### config.mk
export PLATFORM = sky130hd
export DESIGN_NAME = alu_seq_flat
export DESIGN_NICKNAME = d
export VERILOG_FILES = /design/src/rtl/alu_seq_if.sv /design/src/rtl/alu_seq.sv /design/src/flat_wrapper.sv
export SDC_FILE = /design/constraint.sdc
export NUM_CORES = 1
export LEC_CHECK = 0
export ABC_AREA = 0
export CORE_MARGIN = 3
export CORE_UTILIZATION = 58
export CTS_BUF_LIST = sky130_fd_sc_hd__clkbuf_2 sky130_fd_sc_hd__clkbuf_4 sky130_fd_sc_hd__clkbuf_8
export CTS_CLUSTER_SIZE = 10
export DETAILED_ROUTE_END_ITERATION = 8
export PLACE_DENSITY = 0.93
export SYNTH_ARGS = -nofsm -noshare
export SYNTH_HDL_FRONTEND = slang
export SYNTH_SLANG_ARGS = --single-unit
### constraint.sdc
create_clock -name clk -period 4.25 [get_ports clk]
set_clock_uncertainty 0.1 [all_clocks]
set_input_delay 0.6375 -clock clk [delete_from_list [all_inputs] [get_ports clk]]
set_output_delay 0.6375 -clock clk [all_outputs]
set_load 0.01 [all_outputs]
### src/rtl/alu_seq_if.sv
// Operand/result handshake bundle for alu_seq.
//   in_valid/in_ready : operand channel (a, b, opcode, cin)
//   out_valid/out_ready : result channel (result, result_hi, flag_z/n/c/v)
// master = operand producer / result consumer, slave = the ALU.
interface alu_seq_if #(
    parameter int unsigned WIDTH = 8
);
    logic             in_valid;
    logic             in_ready;
    logic [WIDTH-1:0] a;
    logic [WIDTH-1:0] b;
    logic [2:0]       opcode;
    logic             cin;
    logic             out_valid;
    logic             out_ready;
    logic [WIDTH-1:0] result;
    logic [WIDTH-1:0] result_hi;
    logic             flag_z;
    logic             flag_n;
    logic             flag_c;
    logic             flag_v;

    modport master (
        output in_valid, a, b, opcode, cin, out_ready,
        input  in_ready, out_valid, result, result_hi,
               flag_z, flag_n, flag_c, flag_v
    );

    modport slave (
        input  in_valid, a, b, opcode, cin, out_ready,
        output in_ready, out_valid, result, result_hi,
               flag_z, flag_n, flag_c, flag_v
    );
endinterface

### src/rtl/alu_seq.sv
// Registered WIDTH-bit ALU with flags and a WIDTH-cycle shift-add multiplier.
// Ports:
//   clk   : rising-edge clock
//   rst_n : synchronous active-low reset
//   bus   : alu_seq_if.slave (operand handshake in, result handshake out)
// One operation in flight at a time: IDLE accepts, MUL iterates, DONE holds
// the result until the consumer takes it.
module alu_seq #(
    parameter int unsigned WIDTH = 8
) (
    input  logic       clk,
    input  logic       rst_n,
    alu_seq_if.slave   bus
);
    localparam int unsigned W  = WIDTH;
    localparam int unsigned CW = (W > 1) ? $clog2(W) : 1;

    typedef enum logic [2:0] {
        OP_ADD  = 3'b000,
        OP_SUB  = 3'b001,
        OP_AND  = 3'b010,
        OP_OR   = 3'b011,
        OP_XOR  = 3'b100,
        OP_SHL1 = 3'b101,
        OP_SHR1 = 3'b110,
        OP_MUL  = 3'b111
    } op_e;

    typedef enum logic [1:0] {
        IDLE = 2'b00,
        MUL  = 2'b01,
        DONE = 2'b10
    } state_e;

    state_e state;
    state_e state_nxt;

    logic [W-1:0]  mcand;
    logic [W-1:0]  prod_hi;
    logic [W-1:0]  prod_lo;
    logic [CW-1:0] iter;

    logic [W-1:0]  res_q;
    logic [W-1:0]  res_hi_q;
    logic          z_q;
    logic          n_q;
    logic          c_q;
    logic          v_q;

    logic          accept_c;
    logic          is_mul_c;
    logic          last_iter_c;

    logic [W-1:0]  b_eff_c;
    logic          carry_in_c;
    logic [W:0]    sum_c;
    logic [W-1:0]  alu_res_c;
    logic          alu_c_c;
    logic          alu_v_c;

    logic [W:0]    mul_add_c;
    logic [W-1:0]  step_hi_c;
    logic [W-1:0]  step_lo_c;

    assign accept_c    = bus.in_valid && (state == IDLE);
    assign is_mul_c    = (op_e'(bus.opcode) == OP_MUL);
    assign last_iter_c = (iter == CW'(W - 1));

    // Single-cycle ALU, evaluated on the live inputs at the accept edge
    always_comb begin
        b_eff_c    = bus.b;
        carry_in_c = bus.cin;
        if (op_e'(bus.opcode) == OP_SUB) begin
            b_eff_c    = ~bus.b;
            carry_in_c = 1'b1;
        end
        sum_c = {1'b0, bus.a} + {1'b0, b_eff_c} + (W + 1)'(carry_in_c);

        alu_res_c = '0;
        alu_c_c   = 1'b0;
        alu_v_c   = 1'b0;
        case (op_e'(bus.opcode))
            OP_ADD, OP_SUB: begin
                alu_res_c = sum_c[W-1:0];
                alu_c_c   = sum_c[W];
                alu_v_c   = (bus.a[W-1] == b_eff_c[W-1]) && (sum_c[W-1] != bus.a[W-1]);
            end
            OP_AND:  alu_res_c = bus.a & bus.b;
            OP_OR:   alu_res_c = bus.a | bus.b;
            OP_XOR:  alu_res_c = bus.a ^ bus.b;
            OP_SHL1: begin
                alu_res_c = {bus.a[W-2:0], bus.cin};
                alu_c_c   = bus.a[W-1];
            end
            OP_SHR1: begin
                alu_res_c = {bus.cin, bus.a[W-1:1]};
                alu_c_c   = bus.a[0];
            end
            default: ;
        endcase
    end

    // One radix-2 shift-add step: conditionally add multiplicand to the high
    // half, then shift the whole {carry, hi, lo} right by one
    always_comb begin
        mul_add_c = {1'b0, prod_hi} + (prod_lo[0] ? {1'b0, mcand} : '0);
        step_hi_c = mul_add_c[W:1];
        step_lo_c = {mul_add_c[0], prod_lo[W-1:1]};
    end

    // State register
    always_ff @(posedge clk) begin
        if (!rst_n) begin
            state <= IDLE;
        end else begin
            state <= state_nxt;
        end
    end

    // Next-state logic
    always_comb begin
        state_nxt = state;
        case (state)
            IDLE: begin
                if (bus.in_valid) begin
                    state_nxt = is_mul_c ? MUL : DONE;
                end
            end
            MUL: begin
                if (last_iter_c) begin
                    state_nxt = DONE;
                end
            end
            DONE: begin
                if (bus.out_ready) begin
                    state_nxt = IDLE;
                end
            end
            default: state_nxt = IDLE;
        endcase
    end

    // Multiplier working registers and result/flag registers
    always_ff @(posedge clk) begin
        if (!rst_n) begin
            mcand    <= '0;
            prod_hi  <= '0;
            prod_lo  <= '0;
            iter     <= '0;
            res_q    <= '0;
            res_hi_q <= '0;
            z_q      <= 1'b0;
            n_q      <= 1'b0;
            c_q      <= 1'b0;
            v_q      <= 1'b0;
        end else begin
            if (accept_c) begin
                if (is_mul_c) begin
                    mcand   <= bus.a;
                    prod_hi <= '0;
                    prod_lo <= bus.b;
                    iter    <= '0;
                end else begin
                    res_q    <= alu_res_c;
                    res_hi_q <= '0;
                    z_q      <= (alu_res_c == '0);
                    n_q      <= alu_res_c[W-1];
                    c_q      <= alu_c_c;
                    v_q      <= alu_v_c;
                end
            end else if (state == MUL) begin
                prod_hi <= step_hi_c;
                prod_lo <= step_lo_c;
                iter    <= iter + CW'(1);
                // The final step's product goes straight into the outputs
                if (last_iter_c) begin
                    res_q    <= step_lo_c;
                    res_hi_q <= step_hi_c;
                    z_q      <= ({step_hi_c, step_lo_c} == '0);
                    n_q      <= step_hi_c[W-1];
                    c_q      <= |step_hi_c;
                    v_q      <= 1'b0;
                end
            end
        end
    end

    assign bus.in_ready  = (state == IDLE);
    assign bus.out_valid = (state == DONE);
    assign bus.result    = res_q;
    assign bus.result_hi = res_hi_q;
    assign bus.flag_z    = z_q;
    assign bus.flag_n    = n_q;
    assign bus.flag_c    = c_q;
    assign bus.flag_v    = v_q;
endmodule

### src/flat_wrapper.sv
// flat-port wrapper written by rule: the top's interface ports become plain ports
module alu_seq_flat 
#(
    parameter int unsigned WIDTH = 8
)
  (clk, rst_n, bus_in_valid, bus_a, bus_b, bus_opcode, bus_cin, bus_out_ready, bus_in_ready, bus_out_valid, bus_result, bus_result_hi, bus_flag_z, bus_flag_n, bus_flag_c, bus_flag_v);
  alu_seq_if #(.WIDTH(WIDTH)) bus_i ();
  input  logic clk;
  input  logic rst_n;
  input wire logic [$bits(bus_i.in_valid)-1:0] bus_in_valid;
  input wire logic [$bits(bus_i.a)-1:0] bus_a;
  input wire logic [$bits(bus_i.b)-1:0] bus_b;
  input wire logic [$bits(bus_i.opcode)-1:0] bus_opcode;
  input wire logic [$bits(bus_i.cin)-1:0] bus_cin;
  input wire logic [$bits(bus_i.out_ready)-1:0] bus_out_ready;
  output wire logic [$bits(bus_i.in_ready)-1:0] bus_in_ready;
  output wire logic [$bits(bus_i.out_valid)-1:0] bus_out_valid;
  output wire logic [$bits(bus_i.result)-1:0] bus_result;
  output wire logic [$bits(bus_i.result_hi)-1:0] bus_result_hi;
  output wire logic [$bits(bus_i.flag_z)-1:0] bus_flag_z;
  output wire logic [$bits(bus_i.flag_n)-1:0] bus_flag_n;
  output wire logic [$bits(bus_i.flag_c)-1:0] bus_flag_c;
  output wire logic [$bits(bus_i.flag_v)-1:0] bus_flag_v;
  assign bus_i.in_valid = bus_in_valid;
  assign bus_i.a = bus_a;
  assign bus_i.b = bus_b;
  assign bus_i.opcode = bus_opcode;
  assign bus_i.cin = bus_cin;
  assign bus_i.out_ready = bus_out_ready;
  assign bus_in_ready = bus_i.in_ready;
  assign bus_out_valid = bus_i.out_valid;
  assign bus_result = bus_i.result;
  assign bus_result_hi = bus_i.result_hi;
  assign bus_flag_z = bus_i.flag_z;
  assign bus_flag_n = bus_i.flag_n;
  assign bus_flag_c = bus_i.flag_c;
  assign bus_flag_v = bus_i.flag_v;
  alu_seq #(.WIDTH(WIDTH)) u_core (.clk(clk), .rst_n(rst_n), .bus(bus_i));
endmodule
==> results of run 1 <==
## cells by family (layout without fill, tap and decap cells)
kind of cell | count (synthesis) | after routing | synth area share (%)
mux | 10 | 10 | 2.772
flops | 49 | 49 | 26.50
fa+ha+maj | 36 | 36 | 12.78
compound gates | 138 | 138 | 26.88
xor+xnor | 12 | 12 | 2.840
simple gates | 162 | 162 | 22.58
buf+inv | 49 | 85 | 5.646
## power breakdown
group,switching [mW],total [mW],internal (mW)
Clock,0.165,0.357,0.192
Combinational,0.168,0.304,0.136
Sequential,0.0151,0.491,0.476
Total,0.348,1.15,0.803
## worst min-delay path by stage
stage,cells past startpoint,startpoint,to
2_1_floorplan,2,u_core.iter[1]$_SDFFE_PN0P_,u_core.iter[1]$_SDFFE_PN0P_
3_5_place_dp,2,u_core.bus.result[2]$_SDFFE_PN0P_,u_core.bus.result[2]$_SDFFE_PN0P_
5_1_grt,2,u_core.bus.result_hi[0]$_SDFFE_PN0P_,u_core.bus.result_hi[0]$_SDFFE_PN0P_
4_1_cts,2,u_core.bus.result[2]$_SDFFE_PN0P_,u_core.bus.result[2]$_SDFFE_PN0P_
3_3_place_gp,2,u_core.bus.result_hi[6]$_SDFFE_PN0P_,u_core.bus.result_hi[6]$_SDFFE_PN0P_
6_report,2,u_core.bus.result[2]$_SDFFE_PN0P_,u_core.bus.result[2]$_SDFFE_PN0P_
## worst max-delay path, cell delays in order
cell	delay (ns)
sky130_fd_sc_hd__clkdlybuf4s50_1	0.51
sky130_fd_sc_hd__nor2_1	0.06
sky130_fd_sc_hd__and2_1	0.19
sky130_fd_sc_hd__or2_2	0.29
sky130_fd_sc_hd__fa_1	0.42
sky130_fd_sc_hd__fa_1	0.43
sky130_fd_sc_hd__nor2b_1	0.14
sky130_fd_sc_hd__a311oi_1	0.27
sky130_fd_sc_hd__a21oi_1	0.10
sky130_fd_sc_hd__nor4_1	0.31
sky130_fd_sc_hd__nand4_1	0.15
sky130_fd_sc_hd__o211ai_2	0.15
## registers in the layout, summed over array words and instances, names as in the netlist
name / flops
u_core.bus.result: 8
u_core.bus.result_hi: 8
u_core.mcand: 8
u_core.prod_hi: 8
u_core.prod_lo: 8
u_core.iter: 3
u_core.state: 2
u_core.bus.flag_c: 1
u_core.bus.flag_n: 1
u_core.bus.flag_v: 1
u_core.bus.flag_z: 1
## routing by layer
metal  vias up  track usage, %
met5         -               0
met1      1719           34.88
met4         0           11.51
met3        29           3.939
met2       164           47.30
li1       1720               -
## cell type report
class | instances | area, um2 | share of cell area [%]
inverter | 23 | 86.33 | 2.000
tap | 75 | 93.84 | 2.174
clock inverter | 2 | 37.54 | 0.8696
multi-input combinational | 358 | 2517 | 58.32
timing repair buffer | 54 | 518.0 | 12.00
clock buffer | 6 | 82.58 | 1.913
sequential | 49 | 980.9 | 22.72
## metrics by stage
step / hold slack, ns / total power, mW
2_1_floorplan: 0.3447 / 0.6911
3_3_place_gp: 0.3532 / 0.7883
3_5_place_dp: 0.3630 / 0.7966
4_1_cts: 0.3763 / 1.145
5_1_grt: 0.3990 / 1.198
6_report: 0.3699 / 1.152
## cell usage in the layout (no fill, tap or decap), types with 3 or more instances in the layout
master                             n
sky130_fd_sc_hd__nor2_1           28
sky130_fd_sc_hd__nand4_1           3
sky130_fd_sc_hd__a21oi_1          25
sky130_fd_sc_hd__nor2b_1          20
sky130_fd_sc_hd__o21a_1            4
sky130_fd_sc_hd__a2bb2oi_1         5
sky130_fd_sc_hd__fa_1              3
sky130_fd_sc_hd__and2_1           19
sky130_fd_sc_hd__o21ai_0          24
sky130_fd_sc_hd__clkdlybuf4s50_1  45
sky130_fd_sc_hd__o211ai_1         13
sky130_fd_sc_hd__nand3_1          13
sky130_fd_sc_hd__or2_2             4
sky130_fd_sc_hd__nor3b_1           3
sky130_fd_sc_hd__nor3_1            9
sky130_fd_sc_hd__inv_1            22
sky130_fd_sc_hd__nand2_1          44
sky130_fd_sc_hd__a22oi_1           3
sky130_fd_sc_hd__dfxtp_1          49
sky130_fd_sc_hd__nor4_1            4
sky130_fd_sc_hd__clkbuf_8          6
sky130_fd_sc_hd__o211a_1          11
sky130_fd_sc_hd__xnor2_1          11
sky130_fd_sc_hd__ha_1             33
sky130_fd_sc_hd__mux2i_1           8
sky130_fd_sc_hd__a211oi_1          4
sky130_fd_sc_hd__buf_4             9
sky130_fd_sc_hd__a31oi_1           5
sky130_fd_sc_hd__a21boi_0         12
sky130_fd_sc_hd__and3_1            3
==> reports/summary.txt, run 1 <==
========================================================================================
Number of enable flip-flop cells after synthesis                                       0
Clock latency at the later pin of the worst-skew pair                            0.31 ns
Post-cts repair resize count                                                           0
Synthesized Nets                                                                     516
Required time of the worst setup path                                            4.40 ns
Startpoint-to-endpoint class of the critical path                           primary input to flop
Post-synthesis instance area                                                    3701 um2
Yosys Warn Count                                                                       0
Capture point of the worst path                                             u_core.bus.flag_z$_SDFFE_PN0P_
Hold Path Class                                                             flop to flop
Number of search-and-repair iterations in the first detailed-routing pass              5
Final setup margin                                                             0.7410 ns
Fin area                                                                        4317 um2
Minimum clock period                                                            3.509 ns
Period utilization                                                                82.57%
TritonCTS clock tree                                                                 yes
Max Freq                                                                       285.0 MHz
PwrDens                                                                     266.8 nW/um2
Reg2reg start                                                               u_core.prod_lo[0]$_SDFFE_PN0P_
Length of routed met3 wiring                                                      561 um
Die Footprint                                                                   7375 um2
Number of distinct standard cells referenced by the synthesized netlist               64
Type of origin of the critical path                                         primary input
Most common flop cell mapped by yosys                                       sky130_fd_sc_hd__dfxtp_1
Clock buffer count from CTS                                                            5
Largest net degree at the start of global routing                                     52
Estimated wirelength of the detail-placed design                                 7365 um
Vias in the first global route                                                     3,547
Global-route wire length before repair                                         16,470 um
Standard cell core area                                                         6061 um2
Largest area contributor in the netlist                                     sky130_fd_sc_hd__dfxtp_1
Final weighted congestion in routability-driven placement                         0.9338
DRC violation total after the first TritonRoute iteration                            266
Asr flop ratio synth                                                                  0%
Standard-cell row count                                                               28
Root Buffer Master                                                          sky130_fd_sc_hd__clkbuf_8
Run status                                                                  finished clean
Reg-to-Reg End                                                              u_core.bus.flag_c$_SDFFE_PN0P_
Unrepaired setup endpoints after global routing                                       no
DR top layer                                                                        met4
Worst path arrival time                                                          3.66 ns
Placed Instance Area                                                            4197 um2
Number of antenna violations at the first check in global routing                      0
Chip Height                                                                     85.88 um
Routed length on met1                                                            4293 um
Final core utilization                                                            71.22%
Post-synth top area share                                                         26.50%
Buffer depth of the longest clock path                                                 2
Pre-CTS setup slack                                                            0.4376 ns
Worst reg-to-reg path cell count                                                       9
Static power due to leakage                                                     1.792 nW
Post-CTS Setup Repair Bufs                                                             0
Post-synth top cells                                                        49 x sky130_fd_sc_hd__dfxtp_1, 44 x sky130_fd_sc_hd__nand2_1, 33 x sky130_fd_sc_hd__ha_1
Via count                                                                          3,632
Routed wire length                                                               9981 um
Post-route DRC violation count                                                         0
Tightest Pin Transition                                                         1.064 ns
Number of H-tree levels                                                                2
Number of nets with antenna violations after routing                                   0
Relative slew slack                                                               28.90%
Setup slack, reg-to-reg                                                          1.47 ns
Cells taking the most area after synthesis                                  sky130_fd_sc_hd__dfxtp_1 27%, sky130_fd_sc_hd__ha_1 11%, sky130_fd_sc_hd__nand2_1 4.5%, sky130_fd_sc_hd__a21oi_1 3.4%, sky130_fd_sc_hd__nor2b_1 3.4%
Most common cell in the synthesized netlist                                 sky130_fd_sc_hd__dfxtp_1
Yosys reg bits                                                                        49
Area added between synthesis and finish                                           16.63%
Number of buffers inserted for hold repair after clock tree synthesis                  0
Per-cell via count in the routed design                                            6.406
Final routed wire length divided by cell count                                  17.60 um
Number of pins exceeding their max-slew limit in the final report                      0
Fraction of layout instances using a drive strength above 1                       6.707%
Setup TNS                                                                           0 ns
Maximum Capacitance Violations                                                         0
Worst-path clk slew                                                              0.10 ns
Maximum vdd drop                                                               0.2842 mV
Inserted Diodes                                                                        0
Number of failing hold endpoints at the final stage                                    0
Critical path startpoint                                                    bus_opcode[1]
Number of clock sinks                                                                 49
I/O pins                                                                              46
Layout fillers                                                                       478
Synth Instances                                                                      456
Buffers on Ports                                                                      45
Die span in x                                                                   85.88 um
Placed Instances                                                                     559
Initial core utilization                                                          61.07%
Total routing resource utilization after global routing                           27.71%
Met2 routed WL                                                                   4849 um
Remaining global-route overflow                                                        0
Synthesized area per cell                                                      8.116 um2
Final Instance Count excl. Fillers                                                   567
Share of synthesized area occupied by flip-flops and latches                      26.50%
# setup viols final                                                                    0
Count of nets after finishing                                                        551
Highest net fanout along the worst path                                                3
Kind of capture point of the worst setup path                                       flop
========================================================================================
No activity file was read; power rests on OpenSTA's default activity.
==> inputs of run 2 (changes only) <==
==> constraint.sdc (replaced) <==
create_clock -name clk -period 3.6 [get_ports clk]
set_clock_uncertainty 0.1 [all_clocks]
set_input_delay 0.54 -clock clk [delete_from_list [all_inputs] [get_ports clk]]
set_output_delay 0.54 -clock clk [all_outputs]
set_load 0.01 [all_outputs]
==> run 2 against run 1 <==
  * Flip-flop and latch count unchanged
  * Count of clock-buffer cells in the layout increased by 1
  * Critical path depth stayed put
  * Register-to-register slack worse by 1.0 ns
  * Wire length rose by 3.6%
  * Clock power is 18% higher
  * Die area is the same
  * Combinational power is 23% higher
  * Utilization rose by 0.87 points
  * Critical path type unchanged
  * Critical endpoint unchanged
==> reports/summary.txt, run 2 (synthesis gave the netlist of run 1 again) <==
========================================================================================
Final weighted congestion in routability-driven placement                         0.9409   was 0.9338
Total power draw                                                                1.376 mW   was 1.152 mW
Type of origin of the critical path                                         primary input   unchanged
Cell with the largest stage delay on the worst path                         sky130_fd_sc_hd__clkdlybuf4s50_1   unchanged
Period utilization                                                                96.49%
Initial core utilization                                                          61.07%   unchanged
Vias in the first global route                                                     3,608   was 3,547
Power share of the combinational group                                             27.1%   was 26.4%
Layout fillers                                                                       478   unchanged
Post-CTS Setup Repair Bufs                                                             0   unchanged
Per-cell via count in the routed design                                            6.409   was 6.406
Largest net degree at the start of global routing                                     52   unchanged
Sequential power share                                                             42.1%   was 42.6%
Maximum Capacitance Violations                                                         0   unchanged
Chip Height                                                                     85.88 um   unchanged
Critical path's top delay family                                            simple AND/OR/NAND/NOR gates   unchanged
Run status                                                                  finished clean   unchanged
Fin area                                                                        4369 um2   was 4317 um2
Number of clock sinks                                                                 49   unchanged
Root Buffer Master                                                          sky130_fd_sc_hd__clkbuf_8   unchanged
Die span in x                                                                   85.88 um   unchanged
Number of antenna violations at the first check in global routing                      0   unchanged
Most frequent standard cell in the layout excluding fill and tap cells      sky130_fd_sc_hd__dfxtp_1   unchanged
TritonCTS clock tree                                                                 yes   unchanged
Tightest Pin Transition                                                         1.040 ns   was 1.064 ns
Post-route DRC violation count                                                         0   unchanged
Fraction of layout instances using a drive strength above 1                       8.016%   was 6.707%
Buffers on Ports                                                                      45   unchanged
Crit-path max cell delay                                                         0.50 ns   was 0.51 ns
Via count                                                                          3,679   was 3,632
Minimum clock period                                                            3.474 ns
Worst path arrival time                                                          3.62 ns   was 3.66 ns
Clock latency at the later pin of the worst-skew pair                            0.31 ns   about the same
Highest net fanout along the worst path                                                4   was 3
# setup viols final                                                                    0   unchanged
Number of search-and-repair iterations in the first detailed-routing pass              6   was 5
DRC violation total after the first TritonRoute iteration                            389   was 266
Number of pins exceeding their max-slew limit in the final report                      0   unchanged
Estimated wirelength of the detail-placed design                                 7560 um   was 7365 um
Most frequent cells in the layout                                           49 x sky130_fd_sc_hd__dfxtp_1, 45 x sky130_fd_sc_hd__clkdlybuf4s50_1, 44 x sky130_fd_sc_hd__nand2_1, 33 x sky130_fd_sc_hd__ha_1, 28 x sky130_fd_sc_hd__nor2_1   unchanged
Relative slew slack                                                               30.53%   was 28.90%
Area added between synthesis and finish                                           18.05%   was 16.63%
Inserted Diodes                                                                        0   unchanged
Total routing resource utilization after global routing                           28.73%   was 27.71%
Remaining global-route overflow                                                        0   unchanged
Int Pwr                                                                        0.9659 mW   was 0.8034 mW
Number of nets with antenna violations after routing                                   0   unchanged
Max Freq                                                                       287.9 MHz
Startpoint-to-endpoint class of the critical path                           primary input to flop   unchanged
I/O pins                                                                              46   unchanged
Placed Instance Area                                                            4249 um2   was 4197 um2
CP dominant cell by count                                                   sky130_fd_sc_hd__fa_1   unchanged
PwrDens                                                                     315.0 nW/um2   was 266.8 nW/um2
Sw Pwr                                                                         0.4104 mW   was 0.3485 mW
Standard cell core area                                                         6061 um2   unchanged
Maximum vdd drop                                                               0.2585 mV   was 0.2842 mV
Standard-cell row count                                                               28   unchanged
Static power due to leakage                                                     1.831 nW   was 1.792 nW
Worst-path clk slew                                                              0.10 ns   about the same
Net switching fraction of the power                                               29.82%   was 30.25%
Buffer depth of the longest clock path                                                 2   unchanged
Routed wire length                                                             10,340 um   was 9981 um
Number of failing hold endpoints at the final stage                                    0   unchanged
Global-route wire length before repair                                         17,110 um   was 16,470 um
Series of cell instances along the critical path                            clkdlybuf4s50_1 -> nor2_1 -> and2_1 -> or2_2 -> fa_1 -> fa_1 -> nor2b_1 -> a311oi_1 -> a21oi_1 -> nor4_1 -> nand4_1 -> o211ai_2   unchanged
Unrepaired setup endpoints after global routing                                       no   unchanged
Number of H-tree levels                                                                2   unchanged
Final routed wire length divided by cell count                                  18.02 um   was 17.60 um
Number of buffers and inverters on the critical path                                   1   unchanged
Required time of the worst setup path                                            3.74 ns   was 4.40 ns
Clock share of power                                                               30.7%   was 31.0%
Die Footprint                                                                   7375 um2   unchanged
Kind of capture point of the worst setup path                                       flop   unchanged
Count of nets after finishing                                                        558   was 551
Hold Path Class                                                             flop to flop   unchanged
Clock buffer count from CTS                                                            5   unchanged
========================================================================================
run 2: final timing paths:
kind | startpoint | endpoint | slack, ns | depth (start not counted)
max | bus_opcode[1] | u_core.bus.flag_z$_SDFFE_PN0P_ | 0.13 | 12
max reg2reg | u_core.prod_lo[0]$_SDFFE_PN0P_ | u_core.bus.flag_c$_SDFFE_PN0P_ | 0.45 | 9
min | u_core.bus.result_hi[4]$_SDFFE_PN0P_ | u_core.bus.result_hi[4]$_SDFFE_PN0P_ | 0.37 | 2
min reg2reg | u_core.bus.result_hi[4]$_SDFFE_PN0P_ | u_core.bus.result_hi[4]$_SDFFE_PN0P_ | 0.37 | 2
run 2: worst reg2reg max path, cell delays in order (launching register included):
cell                       delay, ns
sky130_fd_sc_hd__dfxtp_1        0.40
sky130_fd_sc_hd__and2_1         0.18
sky130_fd_sc_hd__ha_1           0.23
sky130_fd_sc_hd__fa_1           0.47
sky130_fd_sc_hd__a21o_1         0.21
sky130_fd_sc_hd__a211oi_1       0.40
sky130_fd_sc_hd__o221ai_1       0.25
sky130_fd_sc_hd__nor4_1         0.49
sky130_fd_sc_hd__a31o_2         0.24
sky130_fd_sc_hd__a21oi_1        0.06
run 2: metrics by stage:
stage                     TNS (ns)  util [%]  hold WS, ns  worst slack (ns)  std cells
after floorplan                  0         -       0.3447           0.05255        456
after global placement    -0.05400     70.11       0.3527          -0.05378        566
after detailed placement   -0.2591     70.11       0.3628           -0.1469        566
after CTS                        0     72.09       0.3755            0.1704        574
after global routing             0     72.09       0.4001          0.006481        574
final                            0     72.09       0.3715            0.1262        574
run 2: cell type report:
type / count / area, um2 / share of cell area [%]
clock inverter: 1 / 30.03 / 0.6873
inverter: 23 / 86.33 / 1.976
timing repair buffer: 61 / 570.5 / 13.06
clock buffer: 7 / 90.09 / 2.062
multi-input combinational: 358 / 2517 / 57.62
tap: 75 / 93.84 / 2.148
sequential: 49 / 980.9 / 22.45
run 2: metal layers:
metal | GRT usage (%) | routed length (um) | vias to the layer above
li1 | - | - | 1734
met1 | 37.01 | 4277 | 1715
met4 | 13.24 | 370 | 0
met2 | 46.46 | 4945 | 191
met3 | 5.283 | 750 | 39
met5 | 0 | 0 | -
run 2: power by group through the flow:
stage	clock network, mW	registers [mW]	logic (mW)
6_report	0.423	0.580	0.374
3_5_place_dp	0	0.591	0.364
4_1_cts	0.422	0.579	0.367
2_1_floorplan	0	0.589	0.227
3_3_place_gp	0	0.591	0.352
5_1_grt	0.444	0.582	0.408
run 2: what timing repair did:
item | CTS | global route
hold buffers | 0 | 0
endpoints found under the setup margin | 0 | 2
resized for setup | 0 | 1
==> inputs of run 3 (changes only) <==
==> constraint.sdc (replaced) <==
create_clock -name clk -period 3.4 [get_ports clk]
set_clock_uncertainty 0.1 [all_clocks]
set_input_delay 0.51 -clock clk [delete_from_list [all_inputs] [get_ports clk]]
set_output_delay 0.51 -clock clk [all_outputs]
set_load 0.01 [all_outputs]
==> run 3 against run 2 <==
  * Utilization rose by 0.17 points
  * Flip-flop and latch count did not move
  * Hold slack got worse by 0.0034 ns
  * Register-to-register slack barely moved
  * Critical endpoint unchanged
  * Largest cell class unchanged
==> reports/summary.txt, run 3 (synthesis gave the netlist of run 1 again) <==
========================================================================================
Estimated wirelength of the detail-placed design                                 7580 um   was 7560 um
Largest net degree at the start of global routing                                     51   was 52
Cell with the largest stage delay on the worst path                         sky130_fd_sc_hd__clkdlybuf4s50_1   unchanged
Kind of capture point of the worst setup path                                       flop   unchanged
Die Footprint                                                                   7375 um2   unchanged
Final routed wire length divided by cell count                                  17.96 um   was 18.02 um
Area used by multi-input combinational logic                                    2529 um2   was 2517 um2
Worst path arrival time                                                          3.45 ns   was 3.62 ns
Required time of the worst setup path                                            3.55 ns   was 3.74 ns
FF/Latch Area                                                                  980.9 um2   unchanged
Fraction of layout instances using a drive strength above 1                       8.800%   was 8.016%
Chip Height                                                                     85.88 um   unchanged
Pre-CTS setup slack                                                           -0.2573 ns   was -0.1469 ns
Worst hold margin                                                              0.3681 ns   was 0.3715 ns
Minimum clock period                                                            3.302 ns
Hold Path Class                                                             flop to flop   unchanged
Met1 Resource Use GR                                                              37.74%   was 37.01%
Buffers on Ports                                                                      45   unchanged
Worst-path clk slew                                                              0.09 ns   was 0.10 ns
Number of buffers and inverters on the critical path                                   1   unchanged
Number of clock sinks                                                                 49   unchanged
Global-route wire length before repair                                         16,930 um   was 17,110 um
CP dominant cell by count                                                   sky130_fd_sc_hd__fa_2   was sky130_fd_sc_hd__fa_1
Tightest Pin Transition                                                         1.104 ns   was 1.040 ns
Unrepaired setup endpoints after global routing                                       no   unchanged
Maximum Capacitance Violations                                                         0   unchanged
Run status                                                                  finished clean   unchanged
Number of H-tree levels                                                                2   unchanged
Most frequent standard cell in the layout excluding fill and tap cells      sky130_fd_sc_hd__dfxtp_1   unchanged
Number of failing hold endpoints at the final stage                                    0   unchanged
Layout fillers                                                                       468   was 478
Series of cell instances along the critical path                            clkdlybuf4s50_1 -> nor2_1 -> and2_1 -> or2_2 -> fa_2 -> fa_2 -> nor2b_1 -> a311oi_1 -> a21oi_1 -> nor4_2 -> nand4_1 -> o211ai_2   was clkdlybuf4s50_1 -> nor2_1 -> and2_1 -> or2_2 -> fa_1 -> fa_1 -> nor2b_1 -> a311oi_1 -> a21oi_1 -> nor4_1 -> nand4_1 -> o211ai_2
DRC violation total after the first TritonRoute iteration                            350   was 389
Crit-path max cell delay                                                         0.51 ns   was 0.50 ns
Global routing met3 resource utilization                                          3.842%   was 5.283%
Via count                                                                          3,673   was 3,679
Final weighted congestion in routability-driven placement                         0.9764   was 0.9409
Met2 routing resource usage after global routing                                  45.13%   was 46.46%
I/O pins                                                                              46   unchanged
Clock latency at the later pin of the worst-skew pair                            0.31 ns   about the same
Root Buffer Master                                                          sky130_fd_sc_hd__clkbuf_8   unchanged
Placed Instances                                                                     567   was 566
Critical path's top delay family                                            simple AND/OR/NAND/NOR gates   unchanged
Startpoint-to-endpoint class of the critical path                           primary input to flop   unchanged
Most frequent cells in the layout                                           49 x sky130_fd_sc_hd__dfxtp_1, 45 x sky130_fd_sc_hd__clkdlybuf4s50_1, 44 x sky130_fd_sc_hd__nand2_1, 33 x sky130_fd_sc_hd__ha_1, 28 x sky130_fd_sc_hd__nor2_1   unchanged
Routed wire length                                                             10,330 um   was 10,340 um
Number of buffers inserted for hold repair after clock tree synthesis                  0   unchanged
Number of antenna violations at the first check in global routing                      0   unchanged
Count of nets after finishing                                                        560   was 558
PwrDens                                                                     325.6 nW/um2   was 315.0 nW/um2
Total routing resource utilization after global routing                           28.63%   was 28.73%
Per-cell via count in the routed design                                            6.388   was 6.409
Maximum vdd drop                                                               0.2825 mV   was 0.2585 mV
Type of origin of the critical path                                         primary input   unchanged
Final setup margin                                                            0.09757 ns   was 0.1262 ns
Relative slew slack                                                               26.25%   was 30.53%
Busiest layer in global routing                                                     met2   unchanged
Standard-cell row count                                                               28   unchanged
Number of pins exceeding their max-slew limit in the final report                      0   unchanged
Area added between synthesis and finish                                           18.32%   was 18.05%
# setup viols final                                                                    0   unchanged
Vias in the first global route                                                     3,557   was 3,608
Die span in x                                                                   85.88 um   unchanged
Inserted Diodes                                                                        0   unchanged
Highest net fanout along the worst path                                                4   unchanged
Number of nets with antenna violations after routing                                   0   unchanged
Period utilization                                                                97.13%
Clock buffer count from CTS                                                            5   unchanged
Buffer depth of the longest clock path                                                 2   unchanged
Standard cell core area                                                         6061 um2   unchanged
Static power due to leakage                                                     1.831 nW   about the same
Number of search-and-repair iterations in the first detailed-routing pass              5   was 6
Remaining global-route overflow                                                        0   unchanged
TritonCTS clock tree                                                                 yes   unchanged
Final Instance Count excl. Fillers                                                   575   was 574
Max Freq                                                                       302.8 MHz
Initial core utilization                                                          61.07%   unchanged
Post-route DRC violation count                                                         0   unchanged
========================================================================================
==> run 3: worst min-delay path: stages, from the launching register on <==
cell and delay [ns]:
sky130_fd_sc_hd__dfxtp_1 0.32, sky130_fd_sc_hd__nand2_1 0.05, sky130_fd_sc_hd__a21boi_0 0.06
==> run 3: through the flow <==
stage               total power, mW  TNS, ns  cell area, um2  utilization, %
detailed placement            1.010  -0.8805            4257           70.23
global placement             0.9989  -0.4344            4257           70.23
floorplan                    0.8655        0            3710               -
CTS                           1.417        0            4360           71.94
global route                  1.489        0            4379           72.25
finish                        1.426        0            4379           72.25
==> run 3: cell type report <==
type | instances | share of cell area [%]
multi-input cells | 358 | 57.74
flip-flops and latches | 49 | 22.40
repair buffers | 63 | 13.37
well taps | 75 | 2.143
inverters | 23 | 1.971
clock buffers | 5 | 1.571
clock inverters | 2 | 0.8000
==> run 3: path summary, 6_finish.rpt <==
| path | start | end | slack, ns | depth (start not counted) |
|---|---|---|---|---|
| setup / recovery | bus_opcode[1] | u_core.bus.flag_z$_SDFFE_PN0P_ | 0.1 | 12 |
| hold / removal | u_core.bus.result_hi[6]$_SDFFE_PN0P_ | u_core.bus.result_hi[6]$_SDFFE_PN0P_ | 0.37 | 2 |
| setup reg to reg | u_core.prod_lo[0]$_SDFFE_PN0P_ | u_core.bus.flag_c$_SDFFE_PN0P_ | 0.45 | 9 |
| hold reg to reg | u_core.bus.result_hi[6]$_SDFFE_PN0P_ | u_core.bus.result_hi[6]$_SDFFE_PN0P_ | 0.37 | 2 |
==> run 3: power breakdown <==
group	switching [mW]	internal, mW	leakage [nW]
combinational	0.216	0.183	1.38
clock	0.198	0.214	0.0540
sequential	0.0199	0.594	0.398
==> run 3: per-layer routing <==
layer / up-vias / routed length [um]
li1: 1738 / -
met1: 1723 / 4486
met2: 176 / 4773
met3: 36 / 654
met4: 0 / 412
met5: - / 0
==> run 3: repair_timing <==
item	in CTS	in global routing
endpoints found under the setup margin	0	3
setup buffers	0	1
gates resized for setup	0	4
